## src/rtl/alu_seq_pkg.sv

```systemverilog
// Shared definitions for the sequencing front-end of the datapath ALU:
// op encodings, FSM states and the shift-add multiply iteration count.
package alu_seq_pkg;

    localparam int DATA_W    = 32;
    localparam int MUL_ITERS = 32;
    localparam int CNT_W     = $clog2(MUL_ITERS);

    typedef enum logic [1:0] {
        OP_ADD = 2'b00,
        OP_SUB = 2'b01,
        OP_OR  = 2'b10,
        OP_MUL = 2'b11
    } op_e;

    typedef enum logic [1:0] {
        ST_IDLE = 2'b00,
        ST_EXEC = 2'b01,
        ST_MUL  = 2'b10,
        ST_DONE = 2'b11
    } state_e;

endpackage

```

## src/rtl/alu_seq.sv

```systemverilog
// Request/response sequencer around an external combinational ALU. ADD/SUB/OR
// take one ALU cycle; MUL is a fixed 32-iteration shift-add using the ALU adder.
module alu_seq
    import alu_seq_pkg::*;
(
    input  logic              clk_i,
    input  logic              rst_n_i,
    input  logic              req_valid_i,
    output logic              req_ready_o,
    input  logic [1:0]        req_op_i,
    input  logic [DATA_W-1:0] req_a_i,
    input  logic [DATA_W-1:0] req_b_i,
    output logic              rsp_valid_o,
    input  logic              rsp_ready_i,
    output logic [DATA_W-1:0] rsp_result_o,
    output logic              rsp_zero_o,
    output logic [DATA_W-1:0] alu_src0_o,
    output logic [DATA_W-1:0] alu_src1_o,
    output logic [1:0]        alu_op_o,
    input  logic [DATA_W-1:0] alu_out_i,
    input  logic              alu_zero_i
);

    // Handshakes: a transfer happens on a rising edge where valid and ready
    // are both high; valid/payload are not required to be held otherwise.

    state_e             state_q, state_d;
    op_e                op_q, op_d;
    // a_q/b_q double as multiplicand/multiplier while in ST_MUL
    logic [DATA_W-1:0]  a_q, a_d;
    logic [DATA_W-1:0]  b_q, b_d;
    logic [DATA_W-1:0]  acc_q, acc_d;
    logic [DATA_W-1:0]  result_q, result_d;
    logic               zero_q, zero_d;
    logic [CNT_W-1:0]   count_q, count_d;
    logic [DATA_W-1:0]  acc_next;

    always_ff @(posedge clk_i or negedge rst_n_i) begin
        if (!rst_n_i) begin
            state_q  <= ST_IDLE;
            op_q     <= OP_ADD;
            a_q      <= '0;
            b_q      <= '0;
            acc_q    <= '0;
            result_q <= '0;
            zero_q   <= 1'b0;
            count_q  <= '0;
        end else begin
            state_q  <= state_d;
            op_q     <= op_d;
            a_q      <= a_d;
            b_q      <= b_d;
            acc_q    <= acc_d;
            result_q <= result_d;
            zero_q   <= zero_d;
            count_q  <= count_d;
        end
    end

    always_comb begin
        state_d     = state_q;
        op_d        = op_q;
        a_d         = a_q;
        b_d         = b_q;
        acc_d       = acc_q;
        result_d    = result_q;
        zero_d      = zero_q;
        count_d     = count_q;
        acc_next    = acc_q;
        req_ready_o = 1'b0;
        rsp_valid_o = 1'b0;
        alu_src0_o  = '0;
        alu_src1_o  = '0;
        alu_op_o    = OP_ADD;

        case (state_q)
            ST_IDLE: begin
                req_ready_o = 1'b1;
                if (req_valid_i) begin
                    op_d    = op_e'(req_op_i);
                    a_d     = req_a_i;
                    b_d     = req_b_i;
                    acc_d   = '0;
                    count_d = '0;
                    state_d = (op_e'(req_op_i) == OP_MUL) ? ST_MUL : ST_EXEC;
                end
            end
            ST_EXEC: begin
                alu_src0_o = a_q;
                alu_src1_o = b_q;
                alu_op_o   = op_q;
                result_d   = alu_out_i;
                zero_d     = alu_zero_i;
                state_d    = ST_DONE;
            end
            ST_MUL: begin
                alu_src0_o = acc_q;
                alu_src1_o = a_q;
                alu_op_o   = OP_ADD;
                acc_next   = b_q[0] ? alu_out_i : acc_q;
                acc_d      = acc_next;
                a_d        = a_q << 1;
                b_d        = b_q >> 1;
                count_d    = count_q + 1'b1;
                // The last iteration's sum goes straight into the result.
                if (count_q == CNT_W'(MUL_ITERS - 1)) begin
                    result_d = acc_next;
                    zero_d   = (acc_next == '0);
                    state_d  = ST_DONE;
                end
            end
            ST_DONE: begin
                rsp_valid_o = 1'b1;
                if (rsp_ready_i) begin
                    state_d = ST_IDLE;
                end
            end
            default: begin
                state_d = ST_IDLE;
            end
        endcase
    end

    assign rsp_result_o = result_q;
    assign rsp_zero_o   = zero_q;

endmodule

```

## config.mk

```make
export PLATFORM = sky130hd
export DESIGN_NAME = alu_seq
export DESIGN_NICKNAME = d
export VERILOG_FILES = /design/src/rtl/alu_seq_pkg.sv /design/src/rtl/alu_seq.sv
export SDC_FILE = /design/constraint.sdc
export NUM_CORES = 1
export LEC_CHECK = 0
export ABC_AREA = 1
export ABC_CLOCK_PERIOD_IN_PS = 1900
export CAP_MARGIN = 20
export CORE_MARGIN = 5
export CORE_UTILIZATION = 40
export DETAILED_ROUTE_END_ITERATION = 12
export PLACE_DENSITY = 0.75
export SYNTH_ARGS = -nofsm -noshare
export SYNTH_HDL_FRONTEND = slang
export SYNTH_SLANG_ARGS = --single-unit
```

## constraint.sdc

```tcl
create_clock -name clk_i -period 1.9 [get_ports clk_i]
set_input_delay 0.38 -clock clk_i [delete_from_list [all_inputs] [get_ports clk_i]]
set_output_delay 0.38 -clock clk_i [all_outputs]
set_load 0.02 [all_outputs]
```

* Word level (Yosys, flattened, before mapping)
Index checks and enable logic that the tools add are counted.
** Word-level totals
- Logic and storage cells :: 48
- Memories kept :: 0
- ROM bits :: 0
- Input port bits :: 103
- Latch bits :: 0
- Output and inout port bits :: 101
- Register bits after elaboration :: 138
- Memory bits (writable) :: 0
** Cells by class
- Shift-type cells :: 0
- Reductions and logical operators :: 8
- Multiplexer cells :: 23
- Add/sub/neg operators :: 1
- Equal/unequal tests :: 8
- Magnitude comparators :: 0
- Divide/modulo/power cells :: 0
- Bitwise gates (word level) :: 0
- $mul :: 0
** Operators by type and width (number)
- $pmux 32 s2 :: 6
- $mux 32 :: 5
- $logic_not 32->1 :: 1
- $mux 2 :: 5
- $pmux 5 s2 :: 1
- $pmux 2 s4 :: 1
- $eq 2x2->1 const B :: 3
- $ne 2x2->1 const B :: 3
- $reduce_and 2->1 :: 3
- $add 5x1->5 const B :: 1
- $eq 5x5->1 const B :: 1
- $mux 5 :: 1
- $reduce_bool 2->1 :: 2
- $mux 1 :: 3
- $reduce_and 3->1 :: 1
- $eq 2x1->1 const B :: 1
- $logic_not 2->1 :: 1
- $pmux 1 s2 :: 1

* Logic depth before layout (Yosys ltp)
- Depth after elaboration :: 4
- Depth in mapped cells :: 11
- Mapped depth without buffers :: 9

* Worst setup path before layout
OpenSTA, ideal clock, no wires.
- Path kind :: flip-flop to output port
- Start :: reg state_q[0]
- End :: out alu_src0_o[15]
- Data required time :: 1.520 ns
- Buffers on the path :: 3
- Arrival :: 1.624 ns
- Cell stages (with the launch flop) :: 8
- Path slack :: -0.104 ns
- Path through :: dfrtp_1 -> inv_1 -> ha_1 -> buf_4 -> buf_2 -> buf_1 -> nand2_1 -> a21oi_1
** Between the ends
- Longest elaborated chain between the ends :: 2
- Elaborated cells between the ends (all ways) :: 3
- Classes of those cells :: eq/ne (2); mux (1)
** Ends and longest elaborated chain
- from (decl) :: RTL line alu_seq.sv:27 : state_e state_q, state_d;
- from (signal assigned) :: RTL line alu_seq.sv:49 : state_q <= state_d;
- $eq 2x2->1 / $eq 2x1->1 (equally long branches) :: RTL line alu_seq.sv:76 : case (state_q)
- $pmux 32 s2 (*) :: RTL line alu_seq.sv:76
- to (decl) :: RTL line alu_seq.sv:17 : output logic [DATA_W-1:0] alu_src0_o,
Every way passes the cells marked *; elsewhere a longest branch is shown, timed or not.

* Worst setup path in the final report
- Start :: reg state_q[0]
- End :: out alu_src0_o[13]
Same word-level chain as after synthesis.

==> summary.txt <==
Logic synthesis
  • Number of synthesized flops with an enable pin: 0
  • FFs w/ async S/R, synth: 100%
  • Post-Syn Area: 7400 um2
  • Main flop type after synthesis: dfrtp_1
  • Syn. warnings: 0
  • Synth Instances: 1025
  • FF+latch count, synth: approximately 140
  • Synth cell types: 26
  • Syn_area_per_cell: just over 7 um2
  • Largest cells by area after synthesis: dfrtp_1, nand2_1, a21oi_1
  • Post-synth top cells: nand2_1, dfrtp_1, a21oi_1
  • Mapped Nets: approximately 1100
  • Register area share after synthesis: 46.7%
  • Yosys top cell by area: dfrtp_1
  • Most frequent cell after synthesis: nand2_1
  • Post-synth top area share: 46.7%

Worst setup path
  • CP arrival: between 1.5 and 2 ns
  • FF-to-FF path depth: 14
  • Critical path type: flip-flop to primary output
  • Maximum fanout along the worst path: 7
  • Crit. End Element: primary output
  • Worst EP required: 1.52 ns
  • CP peak stage delay: 0.37 ns
  • Critical Path Slowest Stage Cell: dfrtp_1
  • Worst flop-to-flop path startpoint: state_q[0]$_DFFE_PN0P_
  • Worst reg-to-reg setup slack: -0.44 ns
  • Crit path cell chain: inv_2 > buf_4 > ha_4 > inv_8 > buf_12 > clkbuf_16 > a21oi_4 > buf_6
  • Worst r2r dst: a_q[4]$_DFFE_PN0P_
  • Startpoint Class: flip-flop

Worst hold path
  • HP Class: input pin to asynchronous set/reset pin

Routing
  • Via count: 9490
  • DRT iter0 DRCs: approximately 1100
  • DRC errors left: 0
  • DRT Wirelength: 37000 um
  • Antenna-violating nets left: 0
  • Max Used Layer: met4
  • Met3 WL: roughly 3800 um
  • Via density: approximately 5.9
  • Pre-antenna DRT Iters: 5
  • Wirelength per Cell: 23.1 um
  • Routed wl met2: 18000 um
  • M1 WL: 13300 um

Cells and area
  • Filler cells: 1073
  • Ant. Diodes: 0
  • Final nets: 1467
  • Non-filler instance count after layout: 1600
  • Area delta synth->final: 91.9%
  • Layout cells sized above 1: roughly two fifths

Clock network
  • Worst-path clk slew: about 0.060 ns
  • Clk sink count: roughly 140
  • CTS max path bufs: 2
  • H-tree levels: 4
  • Total CTS buffers: 17
  • Clock Tree Root: clkbuf_16
  • Clock Latency Late Sink: 0.43 ns
  • CTS tree: done

Timing
  • Hold WS: 0.456 ns
  • Tmin final: 2.34 ns
  • TNS Setup: -60.74 ns
  • Fin. Hold Viols: 0
  • Slew headroom: 57.7%
  • Final worst setup slack: -0.443 ns
  • Period utilization: 123%
  • Worst Skew: 0.00899 ns
  • Slew at the pin with the worst max-slew slack: 0.628 ns
  • Final Slew Violations: 0
  • Final setup violation count: 202
  • Peak Freq: 0.427 GHz
  • RSZ-0062 raised after global routing: yes

Floorplan
  • Die Ht: 146 um
  • Core ar.: between 15000 and 20000 um2
  • Die area: 21300 um2
  • Die W: 146 um
  • Initial Util: between 40% and 50%
  • Num rows: 49
  • IO Pins: 204

Global routing
  • Number of global-route vias before repair: roughly 8400
  • GRT Util Overall: 26.5%
  • First-pass GRT wire length: 45300 um
  • Initial antenna violation count: 0
  • Largest net degree at the start of global routing: between 40 and 50
  • Overflow after GRT: 0

Power and ir drop
  • Power Density: 2430 nW/um2
  • Pleak: 0.00620 uW
  • Max VDD drop: roughly 1.2 mV

Run status
  • Failing checks: negative setup slack
  • Status: finished, violations left

Flow run
  • Max-cap violations: 0

Place
  • I/O Buffers: 203
  • Post-DP HPWL: 17900 um
  • Global placer's final weighted congestion: 0.850
  • Pre-CTS setup slack: -0.470 ns
  • Placed Instances: about 1500
## where the power goes
group	internal [uW]	total [uW]	switching, uW
sequential	4420	6070	1660
clock	2310	3700	1400
combinational	11600	24700	13000
## stage by stage
step / instance area [um2] / power, uW / utilization (%)
after global routing: 14200 / 35700 / 78.5
final: 14200 / 34400 / 78.5
after detailed placement: 10300 / 20000 / 57.1
after global placement: 10300 / 19700 / 57.1
after CTS: 12100 / 26900 / 66.7
after floorplan: 7600 / 13800 / -
## worst max path at each step
stage	endpoint	startpoint	slack, ns	depth (start not counted)
after detailed placement	alu_src0_o[13]	state_q[1]$_DFFE_PN0P_	-0.47	7
final	alu_src0_o[13]	state_q[0]$_DFFE_PN0P_	-0.44	8
after global routing	alu_src0_o[13]	state_q[0]$_DFFE_PN0P_	-0.50	8
after floorplan	alu_src1_o[31]	state_q[0]$_DFFE_PN0P_	0.008	7
after CTS	alu_src0_o[12]	state_q[1]$_DFFE_PN0P_	-0.43	7
after global placement	alu_src0_o[13]	state_q[1]$_DFFE_PN0P_	-0.42	7
## worst max-delay path: cells and delay by family (launching register included)
family          cells  cell delay [ns]
buf+inv             6             0.71
flops               1             0.37
fa+ha+maj           1             0.30
compound gates      1             0.15
## area by class of cell
type | count | area (um2) | share of cell area [%]
Clock buffer | 22 | 474 | 3.34
Clock inverter | 10 | 165 | 1.16
Inverter | 47 | 228 | 1.60
Multi-Input combinational cell | 769 | 4780 | 33.7
Sequential cell | 138 | 3450 | 24.3
Tap cell | 229 | 287 | 2.02
Timing Repair Buffer | 382 | 4770 | 33.6
Timing Repair inverter | 3 | 38.8 | 0.273
## cell usage in the layout (no fill, tap or decap), types with 42 or more instances in the layout
master	netlist	final
a21oi_2	0	50
a31oi_1	62	57
buf_4	7	65
buf_6	6	95
clkbuf_16	0	42
clkdlybuf4s50_1	0	134
dfrtp_1	138	138
nand2_1	383	302
nand2_2	1	48
nor2_1	111	56
## state kept, by name (all words and copies together) (netlist names)
register,flops
state_q,2
acc_q,32
rsp_result_o,32
a_q,32
b_q,32
op_q,2
count_q,5
rsp_zero_o,1
## kinds of logic after synthesis
logic type | count (synthesis) | synth area share [%]
DFF | 138 | 46.7
AOI/OAI and AO/OA | 242 | 17.7
adders and majority gates | 6 | 1.02
buffers and inverters | 119 | 7.55
and+or+nand+nor | 520 | 27.0
## layer usage
layer / vias up / GRT usage (%)
met1: 4565 / 34.0
met4: 0 / 9.74
met3: 168 / 5.26
li1: 4045 / -
met2: 712 / 44.6
met5: - / 0
## repair_timing
item,in CTS,in global routing
endpoints found under the hold margin,42,0
pin swaps,31,70
endpoints found under the setup margin,158,204
cloned,17,36
hold buffers,1,0
setup buffers,36,31
resized for setup,473,334
No activity file was read; power rests on OpenSTA's default activity.
